## src/rtl/tri_motion_sequencer.sv

```systemverilog
// tri_motion_sequencer
// Frame-synchronous motion controller for the centre-screen triangle.
// Watches the pixel counters and steps the triangle centre once every
// FRAMES_PER_STEP frames (run=1), or once per step_req/step_ack handshake
// (run=0). Coordinate updates happen only in the cycle after the first
// vertical-blanking line is detected, so no frame is drawn with a
// half-updated centre.
//
// Optional feature macro: TRI_MOTION_WRAP_EN
//   defined   -> centre wraps to the opposite limit, dir_* stay at 1
//   undefined -> centre bounces off the limits and reverses direction
module tri_motion_sequencer #(
    parameter int unsigned V_DISPLAY_END   = 511,
    parameter int unsigned FRAMES_PER_STEP = 2,
    parameter int unsigned STEP_X          = 2,
    parameter int unsigned STEP_Y          = 1,
    parameter int unsigned X_MIN           = 75,
    parameter int unsigned X_MAX           = 565,
    parameter int unsigned Y_MIN           = 50,
    parameter int unsigned Y_MAX           = 430
) (
    input  logic        clk_25MHz,
    input  logic        rst,
    input  logic [15:0] H_Count_Value,
    input  logic [15:0] V_Count_Value,
    input  logic        run,
    input  logic        step_req,
    output logic        step_ack,
    output logic [10:0] center_x,
    output logic [9:0]  center_y,
    output logic        dir_x,
    output logic        dir_y,
    output logic        frame_tick
);

    localparam logic [10:0] X_RST    = 11'((X_MIN + X_MAX) / 2);
    localparam logic [9:0]  Y_RST    = 10'((Y_MIN + Y_MAX) / 2);
    localparam logic [7:0]  CNT_LAST = 8'(FRAMES_PER_STEP - 1);

    typedef enum logic [2:0] {
        STOP,
        RUN,
        MOVE_R,
        MOVE_S,
        ACK
    } state_t;

    state_t     state;
    state_t     state_next;
    logic [7:0] frame_cnt;
    logic       blank;
    logic       cnt_clr;
    logic       cnt_inc;
    logic       do_step;
    logic       ack_set;
    logic       ack_clr;

    // Next centre coordinate along one axis; all compares in 12 bits so
    // neither pos+step nor lo+step can overflow the coordinate width.
    function automatic logic [11:0] next_pos(input logic [11:0] pos,
                                             input logic        dir,
                                             input logic [11:0] step,
                                             input logic [11:0] lo,
                                             input logic [11:0] hi);
`ifdef TRI_MOTION_WRAP_EN
        if (dir) return (pos + step > hi) ? lo : pos + step;
        else     return (pos < lo + step) ? hi : pos - step;
`else
        if (dir) return (pos + step >= hi) ? hi : pos + step;
        else     return (pos <= lo + step) ? lo : pos - step;
`endif
    endfunction

    // Direction after a bounce step: flips exactly when the limit is reached.
    function automatic logic next_dir(input logic [11:0] pos,
                                      input logic        dir,
                                      input logic [11:0] step,
                                      input logic [11:0] lo,
                                      input logic [11:0] hi);
        if (dir) return !(pos + step >= hi);
        else     return (pos <= lo + step);
    endfunction

    assign blank = (H_Count_Value == 16'd0) &&
                   (V_Count_Value == 16'(V_DISPLAY_END));

    // State register.
    // NOTE: sequential state uses non-blocking (<=) so every register
    // samples pre-edge values, independent of block ordering.
    always_ff @(posedge clk_25MHz or posedge rst) begin
        if (rst) state <= STOP;
        else     state <= state_next;
    end

    // Next-state and control decode.
    // NOTE: every output of this block gets a default first, so no path
    // leaves a signal unassigned and no latch is inferred.
    always_comb begin
        state_next = state;
        cnt_clr    = 1'b0;
        cnt_inc    = 1'b0;
        do_step    = 1'b0;
        ack_set    = 1'b0;
        ack_clr    = 1'b0;
        case (state)
            STOP: begin
                // run has priority over a simultaneous step request
                if (run) begin
                    state_next = RUN;
                end else if (blank && step_req && !step_ack) begin
                    state_next = MOVE_S;
                end
            end
            RUN: begin
                if (!run) begin
                    state_next = STOP;
                    cnt_clr    = 1'b1;
                end else if (blank) begin
                    if (frame_cnt == CNT_LAST) begin
                        state_next = MOVE_R;
                        cnt_clr    = 1'b1;
                    end else begin
                        cnt_inc = 1'b1;
                    end
                end
            end
            MOVE_R: begin
                do_step    = 1'b1;
                state_next = run ? RUN : STOP;
            end
            MOVE_S: begin
                do_step    = 1'b1;
                ack_set    = 1'b1;
                state_next = ACK;
            end
            ACK: begin
                // run is not looked at here: a rising run waits for ACK exit
                if (!step_req) begin
                    ack_clr    = 1'b1;
                    state_next = STOP;
                end
            end
            default: state_next = STOP;
        endcase
    end

    // One-cycle pulse in the cycle after blank detect, in every state.
    always_ff @(posedge clk_25MHz or posedge rst) begin
        if (rst) frame_tick <= 1'b0;
        else     frame_tick <= blank;
    end

    // Frames elapsed since the last automatic step.
    always_ff @(posedge clk_25MHz or posedge rst) begin
        if (rst)          frame_cnt <= '0;
        else if (cnt_clr) frame_cnt <= '0;
        else if (cnt_inc) frame_cnt <= frame_cnt + 8'd1;
    end

    // Single-step acknowledge: rises with the step, falls when step_req drops.
    always_ff @(posedge clk_25MHz or posedge rst) begin
        if (rst)          step_ack <= 1'b0;
        else if (ack_set) step_ack <= 1'b1;
        else if (ack_clr) step_ack <= 1'b0;
    end

    // Centre position and direction, updated only in a MOVE state.
    always_ff @(posedge clk_25MHz or posedge rst) begin
        if (rst) begin
            center_x <= X_RST;
            center_y <= Y_RST;
            dir_x    <= 1'b1;
            dir_y    <= 1'b1;
        end else if (do_step) begin
            center_x <= 11'(next_pos({1'b0, center_x}, dir_x, 12'(STEP_X),
                                     12'(X_MIN), 12'(X_MAX)));
            center_y <= 10'(next_pos({2'b0, center_y}, dir_y, 12'(STEP_Y),
                                     12'(Y_MIN), 12'(Y_MAX)));
`ifdef TRI_MOTION_WRAP_EN
            dir_x    <= 1'b1;
            dir_y    <= 1'b1;
`else
            dir_x    <= next_dir({1'b0, center_x}, dir_x, 12'(STEP_X),
                                 12'(X_MIN), 12'(X_MAX));
            dir_y    <= next_dir({2'b0, center_y}, dir_y, 12'(STEP_Y),
                                 12'(Y_MIN), 12'(Y_MAX));
`endif
        end
    end

endmodule

```

## config.mk

```make
export PLATFORM = sky130hd
export DESIGN_NAME = tri_motion_sequencer
export DESIGN_NICKNAME = d
export VERILOG_FILES = /design/src/rtl/tri_motion_sequencer.sv
export SDC_FILE = /design/constraint.sdc
export NUM_CORES = 1
export LEC_CHECK = 0
export ABC_CLOCK_PERIOD_IN_PS = 3900
export CAP_MARGIN = 20
export CELL_PAD_IN_SITES_DETAIL_PLACEMENT = 1
export CELL_PAD_IN_SITES_GLOBAL_PLACEMENT = 2
export CORE_MARGIN = 2
export CORE_UTILIZATION = 30
export DETAILED_ROUTE_END_ITERATION = 8
export DONT_BUFFER_PORTS = 1
export PLACE_DENSITY = 0.69
export SYNTH_ARGS = -nofsm -noshare
export SYNTH_HDL_FRONTEND = slang
export SYNTH_SLANG_ARGS = --single-unit
```

## constraint.sdc

```tcl
create_clock -name clk_25MHz -period 3.9 [get_ports clk_25MHz]
set_input_delay 0.78 -clock clk_25MHz [delete_from_list [all_inputs] [get_ports clk_25MHz]]
set_output_delay 0.78 -clock clk_25MHz [all_outputs]
set_load 0.05 [all_outputs]
```

Word level (Yosys, flattened, before mapping)
Cells that the tools add are included. W data, S select, Z words.

Add/sub/neg operators: 5. $lt $le $gt $ge: 4. Equal/unequal tests: 10. Mux-type cells: 32. Reduce and logical (&&, ||, !) cells: 12.

Operators by type and width (count): $mux W11 (3); $mux W10 (3); $mux W3 (6); $mux W1 (17); $eq A16 B9 Y1 const B (1); $logic_not A16 Y1 (1); $mux W8 (2); $pmux W3 S5 (1); $add A11 B2 Y12 const B (1); $ge A12 B10 Y1 const B (1); $add A10 B1 Y11 const B (1); $ge A11 B9 Y1 const B (1); $le A11 B7 Y1 const B (1); $sub A11 B2 Y11 const B (1); $le A10 B6 Y1 const B (1); $sub A10 B1 Y10 const B (1); $ne A3 B3 Y1 const B (3); $add A8 B1 Y8 const B (1); $eq A8 B1 Y1 const B (1); $eq A3 B2 Y1 const B (2); $reduce_and A4 Y1 (1); $reduce_bool A2 Y1 (2); $eq A3 B1 Y1 const B (1); $eq A3 B3 Y1 const B (1); 5 further kinds (9).

Register bits after elaboration: 36. Input bits: 36. Word-level logic and storage cells: 71.

Longest topological paths before layout
Gate-level depths: netlist (run 1).

Depth after elaboration: 7. Mapped depth: 9. Gate-level depth less buffers: 8.

Worst setup path before layout (run 1)
No wires, ideal clock.

Kind: register to register. Start point: register center_y[6]. End point: register center_y[4]. Library setup time: 75 ps. Arrival time: 2359 ps. Path slack: 1466 ps. Cell stages (with the launch flop): 8. Clock period less this slack: 2434 ps. Cells stage by stage: dfstp_2 -> buf_2 -> nand3_1 -> nor3_1 -> mux2_2 -> a311o_1 -> a21oi_1 -> a2bb2oi_1.

Word-level cells in the longest chain between the ends: 4. Elaborated cells between the ends (all ways): 6.

RTL lines: start: declaration (line 30) `output logic [9:0] center_y,`; start signal: assignment (line 177) `center_y <= 10'(next_pos({2'b0, center_y}, dir_y, 12'(STEP_Y),`; $add A10 B1 Y11 (line 69) `if (dir) return (pos + step >= hi) ? hi : pos + step;`; $ge A11 B9 Y1 (line 69); $mux W10 (line 69); $mux W10 (*) (line 69).

Every way passes the cells marked *; elsewhere a longest branch is shown, timed or not. A chain may end at the register's enable or synchronous reset.

Final worst setup path (run 1)
Start point: register center_x[1]. End point: register center_x[4].

Word-level cells in the longest chain between the ends: 4. Elaborated cells between the ends (all ways): 7.

RTL lines: start: declaration (line 29) `output logic [10:0] center_x,`; start signal: assignment (line 175) `center_x <= 11'(next_pos({1'b0, center_x}, dir_x, 12'(STEP_X),`; $add A11 B2 Y12 (line 69); $ge A12 B10 Y1 (line 69); $mux W11 (line 69); $mux W11 (*) (line 69).

Marked as above.

==> results of run 1 <==
==> layer usage <==
layer  wire [um]  global-route usage  up-vias
met2        4050              0.2920       58
met1        4186              0.2380     1330
met5           0                   0        -
met4          79             0.04923        0
li1            -                   -     1315
met3         370             0.03830        7
==> metrics by stage <==
step                cell area (sq um)  power [uW]  cells  setup slack (ps)
floorplan                        2882        1475    355              1466
global placement                 3007        1716    471             954.4
detailed placement               3007        1723    471             997.6
CTS                              3094        2012    479             987.9
global route                     3102        2176    480             715.1
finish                           3102        2000    480             941.9
==> cell families (layout without fill, tap and decap cells) <==
group | after synthesis | count (layout) | synth area share
flip-flops | 36 | 36 | 0.3161
multiplexers | 4 | 4 | 0.01433
buffers and inverters | 39 | 35 | 0.05428
AND/OR/NAND/NOR | 142 | 142 | 0.2788
XOR/XNOR | 8 | 8 | 0.02432
AO/OA/AOI/OAI | 118 | 118 | 0.2775
adder cells (fa/ha/maj) | 8 | 8 | 0.03474
==> worst min-delay path by stage <==
stage          cells past startpoint    startpoint      endpoint
3_5_place_dp                       1  frame_cnt[1]  frame_cnt[1]
4_1_cts                            2           rst    frame_tick
2_1_floorplan                      1  frame_cnt[1]  frame_cnt[1]
5_1_grt                            2           rst   center_x[4]
6_report                           2           rst   center_x[4]
3_3_place_gp                       2  frame_cnt[7]  frame_cnt[7]
==> cell type report <==
cell class / count / area (sq um)
clock inverters: 3 / 18.77
clock buffers: 5 / 68.82
fillers: 1150 / 6182
inverters: 20 / 75.07
flip-flops and latches: 36 / 910.9
repair buffers: 7 / 52.55
multi-input cells: 280 / 1814
well taps: 129 / 161.4
==> registers in the layout, summed over array words and instances, names as in the netlist <==
register / count
center_x: 11
center_y: 10
frame_cnt: 8
state: 3
dir_x: 1
dir_y: 1
frame_tick: 1
step_ack: 1
==> critical path, stage by stage, from the launching register on <==
cell	delay, ps
dfrtp_1	840
ha_1	430
inv_1	140
o31ai_1	310
a32oi_1	110
o21ai_1	390
a211oi_1	220
or3_1	400
==> synth_stat cells, drive strengths merged, types with 3 or more instances <==
| cell | count |
|---|---|
| and3 | 3 |
| nor4 | 11 |
| dfstp | 8 |
| o31ai | 3 |
| nor2b | 6 |
| nand3b | 3 |
| xnor2 | 3 |
| and2 | 6 |
| inv | 20 |
| a22o | 3 |
| xor2 | 5 |
| buf | 8 |
| or2 | 3 |
| o21ai | 32 |
| a21oi | 28 |
| o211ai | 6 |
| clkbuf | 11 |
| nor2 | 28 |
| mux2i | 3 |
| a31o | 3 |
| nand4 | 9 |
| a21o | 3 |
| nand3 | 10 |
| nor3 | 14 |
| nand2b | 4 |
| or3 | 8 |
| nand2 | 25 |
| a31oi | 3 |
| o2bb2ai | 5 |
| a2bb2oi | 4 |
| or4 | 3 |
| a32oi | 5 |
| dfrtp | 28 |
| ha | 8 |
==> power breakdown <==
group	internal (uW)	switching [uW]
registers	470	414
clock network	125	155
logic	325	511
==> cells in the final DEF, fill, tap and decap left out, drive strengths merged, types with 3 or more instances in the layout <==
| master | netlist | final |
|---|---|---|
| o2bb2ai | 5 | 5 |
| and3 | 3 | 3 |
| nor2 | 28 | 28 |
| nand3b | 3 | 3 |
| nand2b | 4 | 4 |
| xor2 | 5 | 5 |
| a21o | 3 | 3 |
| o31ai | 3 | 3 |
| nand2 | 25 | 25 |
| mux2i | 3 | 3 |
| clkbuf | 11 | 5 |
| or2 | 3 | 3 |
| dfrtp | 28 | 28 |
| nand4 | 9 | 9 |
| nand3 | 10 | 10 |
| dfstp | 8 | 8 |
| and2 | 6 | 6 |
| nor3 | 14 | 14 |
| a31o | 3 | 3 |
| xnor2 | 3 | 3 |
| ha | 8 | 8 |
| nor2b | 6 | 6 |
| inv | 20 | 20 |
| buf | 8 | 7 |
| nor4 | 11 | 11 |
| or3 | 8 | 8 |
| a32oi | 5 | 5 |
| a22o | 3 | 3 |
| a21oi | 28 | 28 |
| or4 | 3 | 3 |
| a31oi | 3 | 3 |
| o211ai | 6 | 6 |
| o21ai | 32 | 32 |
| a2bb2oi | 4 | 4 |
| clkinv | 0 | 3 |
==> metrics, run 1 <==
slew margin rel. 0.3992; H-tree depth 2; R2R setup slack 940 ps; I/O pins approximately 60; Ys Warns 0; Clock Latency Late Sink ~290 ps; synthesis-stage register bit count 36; via count 2710; synthesis-to-layout area growth 7.642%; distinct cell type count after synthesis 67; die height 102.0 um; maximum clock insertion buffer count 2; clk root buf clkbuf_8; vias in the first global route about 2800; Seq/Total Area, Yosys 0.3161; Nets 394; ys flop type dfrtp_1; ranking of synthesized cells by area dfrtp_1, dfstp_2, o21ai_0; Die Span X about 100 um; Final Hold Viols 0; core box area 9284 sq um; Max Freq approximately 340 MHz; Synth Instances 355; CTS tree yes; 1st-pass router iterations 4; Die Area 10410 sq um; power density over the cells 644.9 nW/um^2; Min Hold Slack 493.9 ps; residual DRC count 0; TritonCTS Buffers 5; R2R cell count 7; Worst-Margin Slew 901.2 ps; Synth area leader dfrtp_1; Worst Path Required 4070 ps; final setup TNS 0 ps; max-cap violation count 0; fraction of layout cells with a size suffix above 1 0.1111; Rows 35; Async SR Flop Fraction 1.000; gr usage total 0.1782; post-CTS sizing 0; pin count of the biggest net entering global routing 37; CTS clock-pin slew for the worst setup and hold paths 80 ps; Tmin final 2958 ps; Port Buffers 0; Post-CTS Setup Inserts 0; Worst Path Arrival between 3000 and 4000 ps; Final Cycle Share 0.7585; post-synth top area share 0.2432; end point of the critical path center_x[4]; initial antenna violation count 0; Setup violations, final 0; Syn Nets 399; Vias/cell 5.646; crit-path max FO 11; CTS sink cnt 36; starting density of the core 0.3104; Finished Core Util 0.3341; CP Launch Type flip-flop; gpl congestion 0.8034; post-route ant nets 0; worst clock skew ~6.9 ps; DPL Wire Length between 6000 and 7000 um; initial drt markers 70; Peak supply drop 0.3046 mV; EDFF count, synth 0; WS Path Type reg2reg; wire per inst approximately 18 um; hold_buf cts 0; reg2reg start center_x[1]; status finished, final reports clean; worst hold path class in2async; static leakage between 0.001 and 0.0015 uW; Critical R2R Capture center_x[4]; RSZ-0062 raised after global routing no; first-pass GRT wire length 14700 um; Syn Area/Cell 8.117 sq um; Critical path origin center_x[1]; DRT Wirelength 8686 um; # diodes 0; CP endpoint kind flip-flop; gr ovfl total 0; Max Transition Viols Final 0; Mapped Area slightly below 3000 sq um
No activity file was read; power rests on OpenSTA's default activity.
==> run 2, diff against run 1 <==
- ABC_AREA: not set -> 1
- ABC_CLOCK_PERIOD_IN_PS: 3900 -> 2990
- PLACE_DENSITY: 0.69 -> 0.73
- clock period: 3.9 -> 2.99 ns (I/O delays scaled with it)
==> metrics, run 2 <==
status finished, final reports clean; sw frac 0.5853 (+0.04529); power density over the cells 1153 nW/um^2 (+79%); hold_buf cts 0 (unchanged); final worst slack 642.0 ps (-300.0 ps); GRT busiest layer met2; most frequent CP cell nand2_1; H-tree depth 2 (unchanged); initial antenna violation count 0 (unchanged); max reg flops 11 (unchanged); Die Area 10630 sq um (+2.1%); DRT Wirelength 8678 um (about the same); Clock Latency Late Sink 290 ps (about the same); max-cap violation count 0 (unchanged); ordered list of cells on the worst path nand2_2 > nor2_2 > nand2_1 > xor2_1 > nand2_1 > o21ai_2 > nand2_1 > a21o_1; wire per inst 14.89 um (-18%); Max Transition Viols Final 0 (unchanged); CTS clock-pin slew for the worst setup and hold paths 80 ps (about the same); Buffers & Inverters on Critical Path 0 (-1); first-pass GRT wire length 14320 um (-2.5%); power share of the combinational group 0.515 (+0.097); Syn Area/Cell 6.619 sq um (-18%); synthesis-to-layout area growth 9.006%; commonest cells after routing, fill and taps aside nand2_1, inv_1, nor2_1, nand3_1, dfrtp_1; Peak supply drop 0.3074 mV (+0.91%); worst hold path class in2async; residual DRC count 0 (unchanged); Reg power frac 0.379 (-0.063); post-synth top area share 0.2379 (-0.005268); CP delay by family, top flip-flops; Synth area leader dfrtp_1; Clock Power Share 0.105 (-0.035); Async SR Flop Fraction 1.000 (unchanged); Worst Path Arrival 2530 ps (-600 ps); met1 GRT Util 0.2322 (-0.005805); Synth Instances 445 (+25%); slowest CP cell dfrtp_1; Placed Instances 576 (+22%); Die Span X 103.1 um (+1.1%); CP Launch Type flip-flop; gr usage total 0.1702 (-0.008016); CTS sink cnt 36 (unchanged); Worst-Margin Slew 832.6 ps (-68.64 ps); Final Hold Viols 0 (unchanged); switching power 2167 uW (+100%); Port Buffers 0 (unchanged); slew margin rel. 0.4449 (+0.04576); Setup violations, final 0 (unchanged); EDFF count, synth 0 (unchanged); via count 2912 (+7.5%); starting density of the core 0.3056 (-0.004822); top cells by count, synth nand2_1, inv_1, nor2_1, nand3_1, dfrtp_1; Largest regs center_x x11, center_y x10, frame_cnt x8; Mapped Area 2945 sq um (+2.2%); post-CTS sizing 0 (unchanged); Non-Filler Instances 583 (+21%); I/O pins 61 (unchanged); Crit path largest cell delay 880 ps (+40 ps); synthesis-stage register bit count 36 (unchanged); ys flop type dfrtp_1; WS Path Type reg2reg; worst slack, placed 682.5 ps (-315.1 ps); final setup TNS 0 ps (unchanged); distinct cell type count after synthesis 35 (-48%); Rows 36 (+2.9%); initial drt markers 81 (+16%); crit-path max FO 11 (unchanged); vias in the first global route 2954 (+4.2%); maximum clock insertion buffer count 2 (unchanged); Seq/Total Area, Yosys 0.3093 (-0.006849); Nets 494 (+25%); Vias/cell 4.995 (-12%); pin count of the biggest net entering global routing 37 (unchanged); Final Cycle Share 0.7853 (+0.02682); met2 usage 0.2857 (-0.006290); Reg with most FFs center_x; ranking of synthesized cells by area dfrtp_1, nand2_1, inv_1; core box area 9639 sq um (+3.8%); Syn Nets 489 (+23%); RSZ-0062 raised after global routing no; # diodes 0 (unchanged); DPL Wire Length 6665 um (+5.9%); clk root buf clkbuf_8; Worst Path Required 3170 ps (-900 ps); M3 GR Usage 0.03525 (-0.003049); 1st-pass router iterations 4 (unchanged); Max Freq 425.9 MHz (+26%); TritonCTS Buffers 5 (unchanged); static leakage 0.001525 uW (+23%); gpl congestion 0.8132 (+1.2%); gr ovfl total 0 (unchanged); Post-CTS Setup Inserts 0 (unchanged); fraction of layout cells with a size suffix above 1 0.1133 (+0.002222); worst clock skew 8.048 ps (+1.120 ps); commonest non-fill, non-tap cell in the layout nand2_1; Internal 1536 uW (+67%); Tmin final 2348 ps (-610.0 ps); CP endpoint kind flip-flop; CTS tree yes; post-route ant nets 0 (unchanged); die height 103.1 um (+1.1%); Ys Warns 0 (unchanged); FILL cells 1255 (+9.1%); top-count cell post-synth nand2_1
## run 2: path summary, 6_finish.rpt
kind,startpoint,endpoint,slack [ps],depth (start not counted)
setup / recovery,center_x[3],center_x[0],640,8
hold / removal,rst,frame_tick,310,2
setup reg to reg,center_x[3],center_x[0],640,8
min in group clk_25MHz,run,state[1],500,2
hold reg to reg,frame_cnt[1],frame_cnt[1],550,2
max in group asynchronous,rst,dir_x,2310,2
## run 2: metal layers
layer	wire [um]	share of wire
met4	42	0.0048
met1	4271	0.49
met3	367	0.042
met5	0	0
met2	3997	0.46
## run 2: stage by stage
| stage | util | cell area (sq um) | power [uW] | hold WS, ps |
|---|---|---|---|---|
| floorplan | - | 2945 | 2810 | 495.2 |
| global placement | 0.3231 | 3114 | 3309 | 537.3 |
| detailed placement | 0.3231 | 3114 | 3332 | 541.0 |
| CTS | 0.3331 | 3211 | 3741 | 327.3 |
| global route | 0.3331 | 3211 | 4050 | 349.0 |
| finish | 0.3331 | 3211 | 3702 | 309.5 |
## run 2: layout make-up
class | count | area, sq um | area share
Clock buffer | 7 | 96.34 | 0.03001
Inverter | 68 | 255.2 | 0.07950
Multi-Input combinational cell | 330 | 1714 | 0.5339
Sequential cell | 36 | 910.9 | 0.2837
Tap cell | 133 | 166.4 | 0.05183
Timing Repair Buffer | 9 | 67.56 | 0.02104
## run 2: logic make-up (layout without fill, tap and decap cells)
family / Yosys count / count (layout) / share of synthesized area
AO/OA/AOI/OAI: 58 / 58 / 0.1079
XOR/XNOR: 18 / 18 / 0.05353
adder cells (fa/ha/maj): 8 / 8 / 0.03399
buffers and inverters: 79 / 84 / 0.1088
flip-flops: 36 / 36 / 0.3093
AND/OR/NAND/NOR: 246 / 246 / 0.3866
## run 2: power groups by stage
stage          clock network, uW  logic [uW]  registers, uW
6_report                     390        1910           1400
3_3_place_gp                   0        1890           1410
3_5_place_dp                   0        1910           1420
2_1_floorplan                  0        1420           1390
5_1_grt                      432        2170           1450
4_1_cts                      409        1920           1410
